## src/rtl/pc_unit_if.sv

```systemverilog
// Request/response bundle between fetch control and the program-counter unit.
// master drives redirect requests; slave (pc_unit) returns PC and status.
interface pc_unit_if #(
    parameter int WIDTH = 32
);
    logic             stall;
    logic             branch_valid;
    logic [WIDTH-1:0] branch_target;
    logic             jump_valid;
    logic [WIDTH-1:0] jump_target;
    logic             call;
    logic             ret;
    logic             trap;
    logic             eret;
    logic [WIDTH-1:0] pc;
    logic [WIDTH-1:0] pc_plus;
    logic [WIDTH-1:0] epc;
    logic             in_trap;
    logic             ras_empty;
    logic             ras_full;
    logic             misalign;

    modport master (
        output stall, branch_valid, branch_target, jump_valid, jump_target,
               call, ret, trap, eret,
        input  pc, pc_plus, epc, in_trap, ras_empty, ras_full, misalign
    );

    modport slave (
        input  stall, branch_valid, branch_target, jump_valid, jump_target,
               call, ret, trap, eret,
        output pc, pc_plus, epc, in_trap, ras_empty, ras_full, misalign
    );
endinterface

```

## src/rtl/pc_unit.sv

```systemverilog
// Fetch PC register with prioritised next-PC selection, trap/eret and a
// circular return-address stack (compiled in when PC_UNIT_RAS_EN is defined).
module pc_unit #(
    parameter int          WIDTH     = 32,
    parameter int unsigned RESET_VEC = 0,
    parameter int unsigned TRAP_VEC  = 32'h0000_0080,
    parameter int unsigned STEP      = 4,
    parameter int          RAS_DEPTH = 4
) (
    input  logic   clk,
    input  logic   reset,
    pc_unit_if.slave bus
);
    localparam logic [WIDTH-1:0] RESET_W = WIDTH'(RESET_VEC);
    localparam logic [WIDTH-1:0] TRAP_W  = WIDTH'(TRAP_VEC);
    localparam logic [WIDTH-1:0] STEP_W  = WIDTH'(STEP);

    localparam logic [0:0] ST_NORMAL = 1'b0;
    localparam logic [0:0] ST_TRAP   = 1'b1;

    logic [WIDTH-1:0] pc_q, pc_d;
    logic [WIDTH-1:0] epc_q, epc_d;
    logic [0:0]       st_q, st_d;
    logic [WIDTH-1:0] pc_plus;
    logic             trap_take, eret_take;

    assign pc_plus   = pc_q + STEP_W;
    assign trap_take = bus.trap && (st_q == ST_NORMAL);
    assign eret_take = bus.eret && (st_q == ST_TRAP);

`ifdef PC_UNIT_RAS_EN
    localparam int PW = $clog2(RAS_DEPTH);
    localparam int CW = PW + 1;

    logic [WIDTH-1:0] ras_mem [RAS_DEPTH];
    logic [PW-1:0]    ptr_q, ptr_d;
    logic [CW-1:0]    cnt_q, cnt_d;
    logic             push, pop;
    logic             ras_empty, ras_full;
    logic [WIDTH-1:0] ras_top;

    // ptr_q is the next write slot; the newest entry sits just below it.
    assign ras_empty = (cnt_q == '0);
    assign ras_full  = (cnt_q == CW'(RAS_DEPTH));
    assign ras_top   = ras_mem[ptr_q - PW'(1)];
`else
    logic unused_call;
    assign unused_call = bus.call;
`endif

    always_comb begin
        // NOTE: every variable gets a default before the priority chain so no path can infer a latch.
        pc_d  = pc_q;
        epc_d = epc_q;
        st_d  = st_q;
`ifdef PC_UNIT_RAS_EN
        push  = 1'b0;
        pop   = 1'b0;
`endif
        if (trap_take) begin
            epc_d = pc_q;
            pc_d  = TRAP_W;
            st_d  = ST_TRAP;
        end else if (eret_take) begin
            pc_d = epc_q;
            st_d = ST_NORMAL;
        end else if (bus.stall) begin
            pc_d = pc_q;
        end else if (bus.ret) begin
`ifdef PC_UNIT_RAS_EN
            if (!ras_empty) begin
                pc_d = ras_top;
                pop  = 1'b1;
            end else begin
                pc_d = bus.jump_target;
            end
`else
            pc_d = bus.jump_target;
`endif
        end else if (bus.jump_valid) begin
            pc_d = bus.jump_target;
`ifdef PC_UNIT_RAS_EN
            push = bus.call;
`endif
        end else if (bus.branch_valid) begin
            pc_d = bus.branch_target;
        end else begin
            pc_d = pc_plus;
        end

`ifdef PC_UNIT_RAS_EN
        ptr_d = ptr_q;
        cnt_d = cnt_q;
        if (pop) begin
            ptr_d = ptr_q - PW'(1);
            cnt_d = cnt_q - CW'(1);
        end else if (push) begin
            // A full stack overwrites its oldest slot, so the count saturates.
            ptr_d = ptr_q + PW'(1);
            if (!ras_full) cnt_d = cnt_q + CW'(1);
        end
`endif
    end

    always_ff @(posedge clk or negedge reset) begin
        if (!reset) begin
            // NOTE: sequential state uses non-blocking assignments so all registers update together at the edge.
            pc_q  <= RESET_W;
            epc_q <= '0;
            st_q  <= ST_NORMAL;
`ifdef PC_UNIT_RAS_EN
            ptr_q <= '0;
            cnt_q <= '0;
`endif
        end else begin
            pc_q  <= pc_d;
            epc_q <= epc_d;
            st_q  <= st_d;
`ifdef PC_UNIT_RAS_EN
            ptr_q <= ptr_d;
            cnt_q <= cnt_d;
`endif
        end
    end

`ifdef PC_UNIT_RAS_EN
    // NOTE: stack storage is not reset; cnt_q guarantees no slot is read before it is written.
    always_ff @(posedge clk) begin
        if (push) ras_mem[ptr_q] <= pc_plus;
    end

    assign bus.ras_empty = ras_empty;
    assign bus.ras_full  = ras_full;
`else
    assign bus.ras_empty = 1'b1;
    assign bus.ras_full  = 1'b0;
`endif

    assign bus.pc       = pc_q;
    assign bus.pc_plus  = pc_plus;
    assign bus.epc      = epc_q;
    assign bus.in_trap  = (st_q == ST_TRAP);
    assign bus.misalign = |pc_q[1:0];
endmodule

```

## src/flat_wrapper.sv

```systemverilog
// flat-port wrapper written by rule: the top's interface ports become plain ports
module pc_unit_flat 
#(
    parameter int          WIDTH     = 32,
    parameter int unsigned RESET_VEC = 0,
    parameter int unsigned TRAP_VEC  = 32'h0000_0080,
    parameter int unsigned STEP      = 4,
    parameter int          RAS_DEPTH = 4
)
  (clk, reset, bus_stall, bus_branch_valid, bus_branch_target, bus_jump_valid, bus_jump_target, bus_call, bus_ret, bus_trap, bus_eret, bus_pc, bus_pc_plus, bus_epc, bus_in_trap, bus_ras_empty, bus_ras_full, bus_misalign);
  pc_unit_if #(.WIDTH(WIDTH)) bus_i ();
  input  logic clk;
  input  logic reset;
  input wire logic [$bits(bus_i.stall)-1:0] bus_stall;
  input wire logic [$bits(bus_i.branch_valid)-1:0] bus_branch_valid;
  input wire logic [$bits(bus_i.branch_target)-1:0] bus_branch_target;
  input wire logic [$bits(bus_i.jump_valid)-1:0] bus_jump_valid;
  input wire logic [$bits(bus_i.jump_target)-1:0] bus_jump_target;
  input wire logic [$bits(bus_i.call)-1:0] bus_call;
  input wire logic [$bits(bus_i.ret)-1:0] bus_ret;
  input wire logic [$bits(bus_i.trap)-1:0] bus_trap;
  input wire logic [$bits(bus_i.eret)-1:0] bus_eret;
  output wire logic [$bits(bus_i.pc)-1:0] bus_pc;
  output wire logic [$bits(bus_i.pc_plus)-1:0] bus_pc_plus;
  output wire logic [$bits(bus_i.epc)-1:0] bus_epc;
  output wire logic [$bits(bus_i.in_trap)-1:0] bus_in_trap;
  output wire logic [$bits(bus_i.ras_empty)-1:0] bus_ras_empty;
  output wire logic [$bits(bus_i.ras_full)-1:0] bus_ras_full;
  output wire logic [$bits(bus_i.misalign)-1:0] bus_misalign;
  assign bus_i.stall = bus_stall;
  assign bus_i.branch_valid = bus_branch_valid;
  assign bus_i.branch_target = bus_branch_target;
  assign bus_i.jump_valid = bus_jump_valid;
  assign bus_i.jump_target = bus_jump_target;
  assign bus_i.call = bus_call;
  assign bus_i.ret = bus_ret;
  assign bus_i.trap = bus_trap;
  assign bus_i.eret = bus_eret;
  assign bus_pc = bus_i.pc;
  assign bus_pc_plus = bus_i.pc_plus;
  assign bus_epc = bus_i.epc;
  assign bus_in_trap = bus_i.in_trap;
  assign bus_ras_empty = bus_i.ras_empty;
  assign bus_ras_full = bus_i.ras_full;
  assign bus_misalign = bus_i.misalign;
  pc_unit #(.WIDTH(WIDTH), .RESET_VEC(RESET_VEC), .TRAP_VEC(TRAP_VEC), .STEP(STEP), .RAS_DEPTH(RAS_DEPTH)) u_core (.clk(clk), .reset(reset), .bus(bus_i));
endmodule
```

## config.mk

```make
export PLATFORM = sky130hd
export DESIGN_NAME = pc_unit_flat
export DESIGN_NICKNAME = d
export VERILOG_FILES = /design/src/rtl/pc_unit_if.sv /design/src/rtl/pc_unit.sv /design/src/flat_wrapper.sv
export SDC_FILE = /design/constraint.sdc
export NUM_CORES = 1
export LEC_CHECK = 0
export CAP_MARGIN = 20
export CORE_MARGIN = 2
export CORE_UTILIZATION = 35
export DETAILED_ROUTE_END_ITERATION = 12
export PLACE_DENSITY = 0.66
export SYNTH_ARGS = -nofsm -noshare
export SYNTH_HDL_FRONTEND = slang
export SYNTH_SLANG_ARGS = --single-unit
```

## constraint.sdc

```tcl
create_clock -name clk -period 2.4 [get_ports clk]
set_clock_uncertainty 0.05 [all_clocks]
set_input_delay 0.36 -clock clk [delete_from_list [all_inputs] [get_ports clk]]
set_output_delay 0.36 -clock clk [all_outputs]
set_load 0.005 [all_outputs]
```

Yosys cells after proc, flatten, opt, wreduce, memory -nomap -nowiden
Index checks and enable logic that the tools add are counted.
{"block": "word_totals", "register_bits": 65, "input_bits": 73, "out_inout_bits": 100, "elab_cells": 18}
{"block": "classes", "n_addsub": 1, "eq_ne": 1, "muxes": 8, "bitwise_logic": 1, "reduce_logical": 4}
{"op": "$mux W32", "count": 6}
{"op": "$add A32 B3 Y32 const B", "count": 1}
{"op": "$ne A3 B1 Y1 const B", "count": 1}
{"op": "$logic_and A1 B1 Y1", "count": 2}
{"op": "$mux W1", "count": 2}
{"op": "$reduce_bool A2 Y1", "count": 1}
{"op": "$reduce_or A2 Y1", "count": 1}
{"op": "$not A1 Y1", "count": 1}

Longest topological paths before layout
Gate-level depths: netlist of the first run.
{"block": "logic_depth", "word_depth": 7, "mapped_depth": 8, "mapped_depth_nobuf": 6}

Worst setup path after synthesis of the first run
Ideal clock, no wire load.
{"block": "synth_timing", "path_kind": "register to output", "startpoint": "reg u_core.pc_q[2] (netlist: u_core.bus.pc[2])", "endpoint": "out bus_pc_plus[28]", "arrival_ns": 1.798, "required_ns": 1.990, "slack_ns": 0.192, "stages_incl_launch_ff": 7, "n_path_buf": 1, "path_cell_list": "dfrtp_1 ha_1 and4_4 nand3_1 clkbuf_1 o31a_1 or2_2"}
{"block": "synth_via", "elab_chain_cells": 1}
{"item": "start: declaration", "line": "pc_unit.sv:21", "source": "logic [WIDTH-1:0] pc_q, pc_d;"}
{"item": "start signal: assignment", "line": "pc_unit.sv:116", "source": "pc_q <= pc_d;"}
{"item": "$add A32 B3 Y32", "line": "pc_unit.sv:27", "source": "assign pc_plus = pc_q + STEP_W;"}
{"item": "end: declaration", "line": "flat_wrapper.sv:24", "source": "output wire logic [$bits(bus_i.pc_plus)-1:0] bus_pc_plus;"}
No other way between the ends.

Worst setup path in the final report of the first run
{"block": "layout_timing", "startpoint": "reg u_core.pc_q[14] (netlist: u_core.bus.pc[14])", "endpoint": "out bus_pc_plus[27]"}
Same word-level chain as after synthesis.

==> metrics.yaml, run 1 <==
status:
  status: "finished, violations left"
  violations: "setup timing"
worst_hold_path:
  hold_class: "flip-flop to flip-flop"
floorplanning:
  io_pins: 173
  start_util: 0.3612
  core_area_sq_mm: 0.01272
  die_area_sq_mm: 0.01406
  num_rows: 41
  die_x_um: 118.6
  die-height_um: 118.6
synth:
  synth_edf_count: 0
  syn_area_sq_mm: 0.004596
  ys.flop_type: "dfrtp_1"
  yosysWarnings: 0
  avgSynthCellArea_sq_um: 7.763
  ys_ff_latch: 65
  synth-async-reset-ratio: 1.000
  synth_nets: 666
  syn_inst: 592
  synth_cell_type_count: 68
  seq_area_frac_synth: 0.3539
grt:
  antenna_found_initial: 0
  grt_max_degree: 43
  overflow: 0
  grt_usage: 0.2809
  grt_pass1_wl_mm: 31.40
  first_global_vias: 5922
layout:
  fin_nets: 931
  antenna_cells: 0
  fin_area_sq_mm: 0.007814
  layout_commonest_cell: "clkdlybuf4s50_1"
  nFillCells: 1109
  mostFrequentLayoutCells: "143 x clkdlybuf4s50_1, 138 x nand2_1, 119 x buf_4, 65 x dfrtp_1, 47 x o21ai_0"
  drive_above_1_share: 0.2599
  area_growth_pct: 70.02
timing:
  finalSetupTns_ps: -361.1
  finalSetupViolations: 5
  finalHoldViolations: 0
  grt_setup_unrepaired: "yes"
  fin_ws_ps: -121.5
  slew_viol_final: 0
  worstMarginPinSlew_ps: 599.7
  slew_headroom: 0.6002
  period_minus_slack_ps: 2522
  fmax_mhz: 396.6
  period_share: 1.051
detailed_routing:
  postRouteAntennaNets: 0
  wl_per_cell_um: 19.40
  drt_wl_total_mm: 20.06
  via_count: 5845
  remaining_drc_errors: 0
  drt_iter0_drc: 653
  drt-pass1-iter-count: 7
  via_per_inst: 5.653
power_and_ir_drop:
  pwr-share-clk: 0.254
  powerDensity_mw_per_mm2: 708.8
  switchingPower_uw: 1865
  ir_worst_vdd_uv: 383.4
  intPower_uw: 3673
  swShare: 0.3367
  p_leak_uw: 0.003531
  comb_power_share: 0.452
  p_seq_frac: 0.294
worst_setup_path:
  r2r-end: "u_core.bus.pc[30]"
  cp_slowest_cell: "or4_4"
  critPathLaunchType: "flip-flop"
  path_max_fanout: 3
  r2r_slack_ps: 190
  worstSetupStartpoint: "u_core.bus.pc[14]"
  cp_cell_sequence: "buf_4 -> nand3_2 -> or3_4 -> or4_4 -> xnor2_2 -> buf_2"
  end_kind: "primary output"
  critical_path_arrival_ps: 2110
  critPathMaxStageDelay_ps: 530
  crit_required_ps: 1990
  r2r_cells: 7
  endpoint: "bus_pc_plus[27]"
  r2r-start: "u_core.bus.pc[14]"
  path_class: "flip-flop to primary output"
clocking:
  htreeDepth: 3
  insertion_delay_ps: 340
  cts.reportedPaths.clkPinSlew_ps: 60
  clkSinkCount: 65
  cts_tree: "done"
  numCtsBuffers: 9
  cts-root-buf: "clkbuf_16"
  cts_buffer_depth: 2
placed_design:
  dp_hpwl_mm: 14.42
  place.gp.congestion: 0.9266
  place_area_sq_mm: 0.006978
  io_buffers: 169
flow_run:
  max-cap-violations: 0
-- state kept, by name (all words and copies together), names as in the netlist --
signal,count
u_core.bus.pc,32
u_core.bus.in_trap,1
u_core.bus.epc,32
-- worst max-delay path, delay by kind of cell, from the launching register on --
kind          cells  cell delay [ps]
xor+xnor          1              150
buf+inv           2              250
flops             1              350
simple gates      3             1030
-- layout make-up --
type,count,area (sq um),share of cell area
multi-input cells,466,2888,0.3696
repair buffers,303,2723,0.3484
flip-flops and latches,65,1627,0.2082
clock buffers,12,266.5,0.03411
well taps,172,215.2,0.02754
clock inverters,4,50.05,0.006405
inverters,12,45.04,0.005765
-- per-layer routing --
metal	routed length, um	GRT usage
met4	681	0.1332
met2	9541	0.4526
met1	7906	0.3587
met5	0	0
met3	1934	0.05888
-- power groups by stage --
stage	Clock [uW]	Sequential, uW	Combinational, uW
2_1_floorplan	0	1680	803
3_3_place_gp	0	1630	2270
3_5_place_dp	0	1650	2300
4_1_cts	1410	1620	2410
5_1_grt	1450	1670	2700
6_report	1400	1630	2510
-- kinds of logic after synthesis --
family / synth area share
AND/OR/NAND/NOR: 0.2919
AO/OA/AOI/OAI: 0.2420
flip-flops: 0.3539
buffers and inverters: 0.06480
XOR/XNOR: 0.03430
multiplexers: 0.008713
other: 0.001634
adder cells (fa/ha/maj): 0.002722
-- synth_stat cells, types with 4 or more instances --
library cell,number,area share
o2bb2ai_1,6,0.011
mux2i_1,4,0.0087
a21o_1,8,0.013
a211oi_1,6,0.0098
a22oi_1,4,0.0065
o21ai_0,48,0.052
nand2_1,143,0.12
and2_1,5,0.0068
nand4_1,8,0.011
or2_2,9,0.012
a21oi_1,31,0.034
buf_2,4,0.0044
a311oi_1,5,0.0095
buf_4,5,0.0082
a2bb2oi_1,4,0.0076
nor2_1,24,0.020
or4_1,4,0.0065
nand3_1,22,0.024
or4b_2,7,0.015
o22ai_1,5,0.0068
and3_1,5,0.0068
o221ai_1,5,0.0095
dfrtp_1,65,0.35
inv_1,12,0.0098
nand2b_1,5,0.0068
xor2_1,6,0.011
o211ai_1,6,0.0098
xnor2_1,12,0.023
a31oi_1,12,0.016
and4_1,5,0.0095
nor3_1,12,0.013
o31ai_1,4,0.0065
clkbuf_1,32,0.026
-- metrics by stage --
step	hold slack [ps]	setup slack, ps	std cells	total power (uW)	utilization
final	456.4	-121.5	1034	5538	0.6142
after global routing	485.4	-153.8	1034	5816	0.6142
after CTS	458.8	-148.3	1022	5447	0.6023
after detailed placement	346.0	-213.3	976	3950	0.5485
after global placement	339.8	-187.4	976	3907	0.5485
after floorplan	14.41	192.4	592	2479	-
-- worst min-delay path by stage --
| stage | from | to | slack [ps] | cells past startpoint |
|---|---|---|---|---|
| 2_1_floorplan | reset | u_core.bus.epc[0] | 10 | 0 |
| 3_3_place_gp | reset | u_core.bus.epc[10] | 340 | 1 |
| 3_5_place_dp | reset | u_core.bus.epc[10] | 350 | 1 |
| 4_1_cts | u_core.bus.epc[17] | u_core.bus.epc[17] | 460 | 2 |
| 5_1_grt | u_core.bus.epc[21] | u_core.bus.epc[21] | 490 | 2 |
| 6_report | u_core.bus.epc[21] | u_core.bus.epc[21] | 460 | 2 |
-- repair_timing --
item                                   4_1_cts  5_1_grt
cloned                                       0        0
buffers inserted                            29       12
endpoints found under the hold margin        6        0
pin swaps                                   31       18
gates resized for setup                    115       24
hold buffers                                 1        0
setup endpoints to repair                   25       16
(Power assumes the default switching activity.)
==> run 2: changes to the inputs <==
--- a/config.mk
+++ b/config.mk
@@ -6,10 +6,10 @@
 export NUM_CORES = 1
 export LEC_CHECK = 0
 export CAP_MARGIN = 20
-export CORE_MARGIN = 2
 export CORE_UTILIZATION = 35
 export DETAILED_ROUTE_END_ITERATION = 12
 export PLACE_DENSITY = 0.66
+export SKIP_CTS_REPAIR_TIMING = 1
 export SYNTH_ARGS = -nofsm -noshare
 export SYNTH_HDL_FRONTEND = slang
 export SYNTH_SLANG_ARGS = --single-unit
==> run 2 against run 1 <==
The run ends with hold timing, setup timing left. Sequential power about the same. Cell area fell by 2.3%. Utilization is 1.4 points lower. Routed wire length decreased by 3.0%. Combinational power fell by 7%. Via count fell by 2.8%. Fmax down 1.4%. Power decreased by 3.7%. Largest power group unchanged.
==> metrics.yaml, run 2 (synthesis results as in run 1) <==
power_and_ir_drop:
  p_leak_uw: 0.003604
  powerDensity_mw_per_mm2: 698.4
  ir_worst_vdd_uv: 330.3
clocking:
  numCtsBuffers: 9
  cts_tree: "done"
  cts-root-buf: "clkbuf_16"
  htreeDepth: 3
  cts_buffer_depth: 2
  insertion_delay_ps: 330
  cts.reportedPaths.clkPinSlew_ps: 50
  clkSinkCount: 65
flow_run:
  max-cap-violations: 0
timing:
  fin_ws_ps: -157.8
  finalSetupViolations: 8
  period_minus_slack_ps: 2558
  fmax_mhz: 391.0
  grt_setup_unrepaired: "yes"
  worst_hold_slack_ps: -6.592
  period_share: 1.066
  slew_viol_final: 0
  finalHoldViolations: 4
grt:
  first_global_vias: 5454
  grt_use_met2: 0.4548
  grt_util_met3: 0.03581
  grt_pass1_wl_mm: 28.66
  grtUsageMet1: 0.3754
  grt_usage: 0.2806
  overflow: 0
  grt_max_degree: 66
  grt.busiest_layer: "met2"
  antenna_found_initial: 0
detailed_routing:
  via_per_inst: 5.598
  remaining_drc_errors: 0
  drt-pass1-iter-count: 5
  via_count: 5682
  wl_per_cell_um: 19.18
  drt_iter0_drc: 488
  drt_wl_total_mm: 19.46
  postRouteAntennaNets: 0
floorplanning:
  num_rows: 41
  die_x_um: 116.6
  die_area_sq_mm: 0.01359
  io_pins: 173
  die-height_um: 116.6
  core_area_sq_mm: 0.01272
  start_util: 0.3612
layout:
  antenna_cells: 0
  drive_above_1_share: 0.2337
  seqCellArea_sq_mm: 0.001627
  fin_util: 0.6002
  nFillCells: 1165
  layoutNonFillerInstCount: 1015
  mostFrequentLayoutCells: "143 x clkdlybuf4s50_1, 137 x nand2_1, 104 x buf_4, 65 x dfrtp_1, 47 x o21ai_0"
  multi_input_comb_area_sq_mm: 0.002825
  area_growth_pct: 66.16
  fin_area_sq_mm: 0.007636
  layout_commonest_cell: "clkdlybuf4s50_1"
  fin_nets: 913
worst_setup_path:
  worstSetupStartpoint: "u_core.bus.pc[17]"
  crit_required_ps: 1990
  critPathLaunchType: "flip-flop"
  r2r-start: "u_core.bus.pc[17]"
  path_max_fanout: 3
  path_class: "flip-flop to primary output"
  end_kind: "primary output"
  critical_path_arrival_ps: 2150
placed_design:
  dp_hpwl_mm: 14.23
  place_area_sq_mm: 0.006980
  io_buffers: 169
  post-place-cells: 978
  place.gp.congestion: 0.9487
status:
  violations: "hold timing, setup timing"
  status: "finished, violations left"
worst_hold_path:
  hold_class: "input pin to asynchronous set/reset pin"
==> run 2: cell types whose count changed in the layout (fill, tap and decap cells not counted), sizes merged, moves of 2 or more <==
cell / before / now
buf: 147 / 122
dlygate4sd2: 5 / 0
clkdlybuf4s15: 4 / 0
clkbuf: 14 / 16
dlymetal6s2s: 1 / 16
clkinvlp: 2 / 0
==> run 2: worst max-delay path: stages, from the launching register on <==
cell and delay (ps):
dfrtp_1 370, buf_4 130, nand3_4 60, or3_4 400
or4_4 590, xnor2_2 140, clkbuf_2 130
==> run 2: power by group <==
part	internal, uW	switching [uW]	leakage, uW
registers	1370	276	0.000837
logic	1320	1030	0.00262
clock network	852	491	0.000148
==> run 2: through the flow <==
step / setup WS (ps) / hold slack (ps) / total power, uW / setup TNS [ps]
after floorplan: 192.4 / 14.41 / 2479 / 0
after global placement: -146.6 / 364.7 / 3894 / -1306
after detailed placement: -180.5 / 365.5 / 3926 / -1893
after CTS: -539.3 / 16.79 / 5278 / -9052
after global routing: -213.7 / 39.17 / 5611 / -1264
final: -157.8 / -6.592 / 5333 / -687.4
==> run 2: final cells by class <==
type / count / share of cell area
multi-input cells: 466 / 0.3700
repair buffers: 285 / 0.3441
flip-flops and latches: 65 / 0.2130
clock buffers: 12 / 0.03359
well taps: 172 / 0.02818
inverters: 12 / 0.005899
clock inverters: 3 / 0.005243
==> run 2: path summary, 6_finish.rpt <==
kind	to	slack, ps	depth (start not counted)
max	bus_pc_plus[27]	-160	6
min	u_core.bus.epc[10]	-7	2
max reg2reg	u_core.bus.pc[27]	340	6
min reg2reg	u_core.bus.epc[23]	460	2
max in group asynchronous	u_core.bus.epc[24]	1990	2
min in group clk	u_core.bus.epc[23]	460	2
==> run 2: routing by layer <==
| metal | vias up | share of wire |
|---|---|---|
| met2 | 297 | 0.47 |
| met3 | 44 | 0.083 |
| met1 | 2730 | 0.42 |
| met4 | 0 | 0.025 |
| li1 | 2611 | - |
| met5 | - | 0 |
==> run 3: changes to the inputs <==
--- a/config.mk
+++ b/config.mk
@@ -7,8 +7,11 @@
 export LEC_CHECK = 0
 export CAP_MARGIN = 20
 export CORE_UTILIZATION = 35
+export CTS_CLUSTER_SIZE = 8
 export DETAILED_ROUTE_END_ITERATION = 12
+export GPL_ROUTABILITY_DRIVEN = 0
 export PLACE_DENSITY = 0.66
+export SETUP_SLACK_MARGIN = 0.1
 export SKIP_CTS_REPAIR_TIMING = 1
 export SYNTH_ARGS = -nofsm -noshare
 export SYNTH_HDL_FRONTEND = slang
==> run 3 against run 2 <==
Die area is the same. Register-to-register slack lost 40 ps. Sequential power is essentially flat. Critical path type unchanged. The run ends with setup timing left. Sequential share of layout area is essentially flat. Largest cell class unchanged. Non-clock buffer count grew 1. Critical endpoint is now bus_pc_plus[30].
==> metrics.yaml, run 3 (synthesis results as in run 1) <==
status:
  status: "finished, violations left"
  violations: "setup timing"
grt:
  grt_usage: 0.2777
  antenna_found_initial: 1
  overflow: 0
  grt_max_degree: 66
  first_global_vias: 5443
  grt_pass1_wl_mm: 28.52
power_and_ir_drop:
  ir_worst_vdd_uv: 402.8
  switchingPower_uw: 1815
  p_seq_frac: 0.314
  intPower_uw: 3445
  pwr-share-clk: 0.236
  p_leak_uw: 0.003548
  swShare: 0.3450
  powerDensity_mw_per_mm2: 688.0
  comb_power_share: 0.451
worst_setup_path:
  end_kind: "primary output"
  cp_slowest_cell: "or4_4"
  path_max_fanout: 3
  r2r_cells: 5
  critPathLaunchType: "flip-flop"
  crit_required_ps: 1990
  critical_path_arrival_ps: 2100
  cp_cell_sequence: "nand3_4 -> or3_4 -> or4_4 -> xnor2_2 -> clkbuf_2"
  r2r_slack_ps: 300
  r2r-end: "u_core.bus.pc[30]"
  path_class: "flip-flop to primary output"
  r2r-start: "u_core.bus.pc[19]"
  critPathMaxStageDelay_ps: 580
layout:
  fin_area_sq_mm: 0.007646
  mostFrequentLayoutCells: "143 x clkdlybuf4s50_1, 137 x nand2_1, 100 x buf_4, 64 x dfrtp_1, 47 x o21ai_0"
  layout_commonest_cell: "clkdlybuf4s50_1"
  layoutNonFillerInstCount: 1018
  area_growth_pct: 66.38
  drive_above_1_share: 0.2509
  fin_nets: 914
timing:
  finalHoldViolations: 0
  fin_ws_ps: -107.3
  finalSetupTns_ps: -147.2
  grt_setup_unrepaired: "yes"
  finalSetupViolations: 2
  period_minus_slack_ps: 2507
  period_share: 1.045
  fmax_mhz: 398.8
  slew_viol_final: 0
floorplanning:
  start_util: 0.3612
  num_rows: 41
  die-height_um: 116.6
  core_area_sq_mm: 0.01272
  die_area_sq_mm: 0.01359
  die_x_um: 116.6
  io_pins: 173
clocking:
  numCtsBuffers: 9
  cts_buffer_depth: 2
  clkSinkCount: 65
  cts_tree: "done"
  insertion_delay_ps: 330
  htreeDepth: 3
  cts.reportedPaths.clkPinSlew_ps: 50
  cts-root-buf: "clkbuf_16"
placed_design:
  post-place-ws_ps: -210.8
  io_buffers: 169
  place_area_sq_mm: 0.006990
  dp_hpwl_mm: 13.85
  post-place-cells: 976
detailed_routing:
  wl_per_cell_um: 19.10
  drt_wl_total_mm: 19.44
  drt_iter0_drc: 484
  remaining_drc_errors: 0
  postRouteAntennaNets: 0
  drt-pass1-iter-count: 7
  via_per_inst: 5.658
  via_count: 5760
worst_hold_path:
  hold_class: "input pin to asynchronous set/reset pin"
flow_run:
  max-cap-violations: 0
## run 3: cell count changes in the layout (fill, tap and decap cells not counted), sizes merged
cell,before,now
dlymetal6s2s,16,7
diode,0,1
bufinv,1,0
clkinv,2,3
buf,122,129
clkbuf,16,20
## run 3: power by group through the flow
| stage | Sequential [uW] | Clock [uW] | Combinational, uW |
|---|---|---|---|
| floorplan | 1680 | 0 | 803 |
| global placement | 1630 | 0 | 2260 |
| detailed placement | 1650 | 0 | 2290 |
| CTS | 1640 | 1240 | 2300 |
| global route | 1690 | 1290 | 2550 |
| finish | 1650 | 1240 | 2370 |
## run 3: final cells by class
class / count / area, sq um
antenna: 1 / 2.502
clock buffer: 13 / 260.3
clock inverter: 3 / 15.01
fill: 1162 / 5076
inverter: 12 / 45.04
multi-input combinational: 466 / 2879
sequential: 65 / 1628
tap: 172 / 215.2
timing repair buffer: 286 / 2601
## run 3: worst max-delay path, delay by kind of cell, from the launching register on
kind                      cells  cell delay, ps
and+or+nand+nor               3            1080
DFF                           1             420
xor gates and xnor gates      1             150
buffers and inverters         1             120
## run 3: worst max-delay path by stage
stage	from	depth (start not counted)	end	slack [ps]
after detailed placement	u_core.bus.pc[3]	7	bus_pc_plus[28]	-210
after global placement	u_core.bus.pc[3]	8	bus_pc_plus[16]	-130
final	u_core.bus.pc[19]	5	bus_pc_plus[30]	-110
after global routing	u_core.bus.pc[19]	5	bus_pc_plus[30]	-150
after floorplan	u_core.bus.pc[2]	6	bus_pc_plus[28]	190
after CTS	u_core.bus.pc[3]	7	bus_pc_plus[28]	-580
## run 3: layer usage
layer  vias to the layer above  wire length (um)  global-route usage
li1                       2617                 -                   -
met1                      2730              7797              0.3567
met2                       353              9220              0.4517
met3                        60              1836             0.05708
met4                         0               586              0.1224
met5                         -                 0                   0
## run 3: through the flow
| step | power [uW] | hold slack [ps] | util |
|---|---|---|---|
| 5_1_grt | 5527 | 34.77 | 0.6010 |
| 6_report | 5260 | 0.3019 | 0.6010 |
| 3_5_place_dp | 3936 | 366.3 | 0.5495 |
| 4_1_cts | 5185 | 19.54 | 0.5711 |
| 2_1_floorplan | 2479 | 14.41 | - |
| 3_3_place_gp | 3898 | 365.3 | 0.5495 |
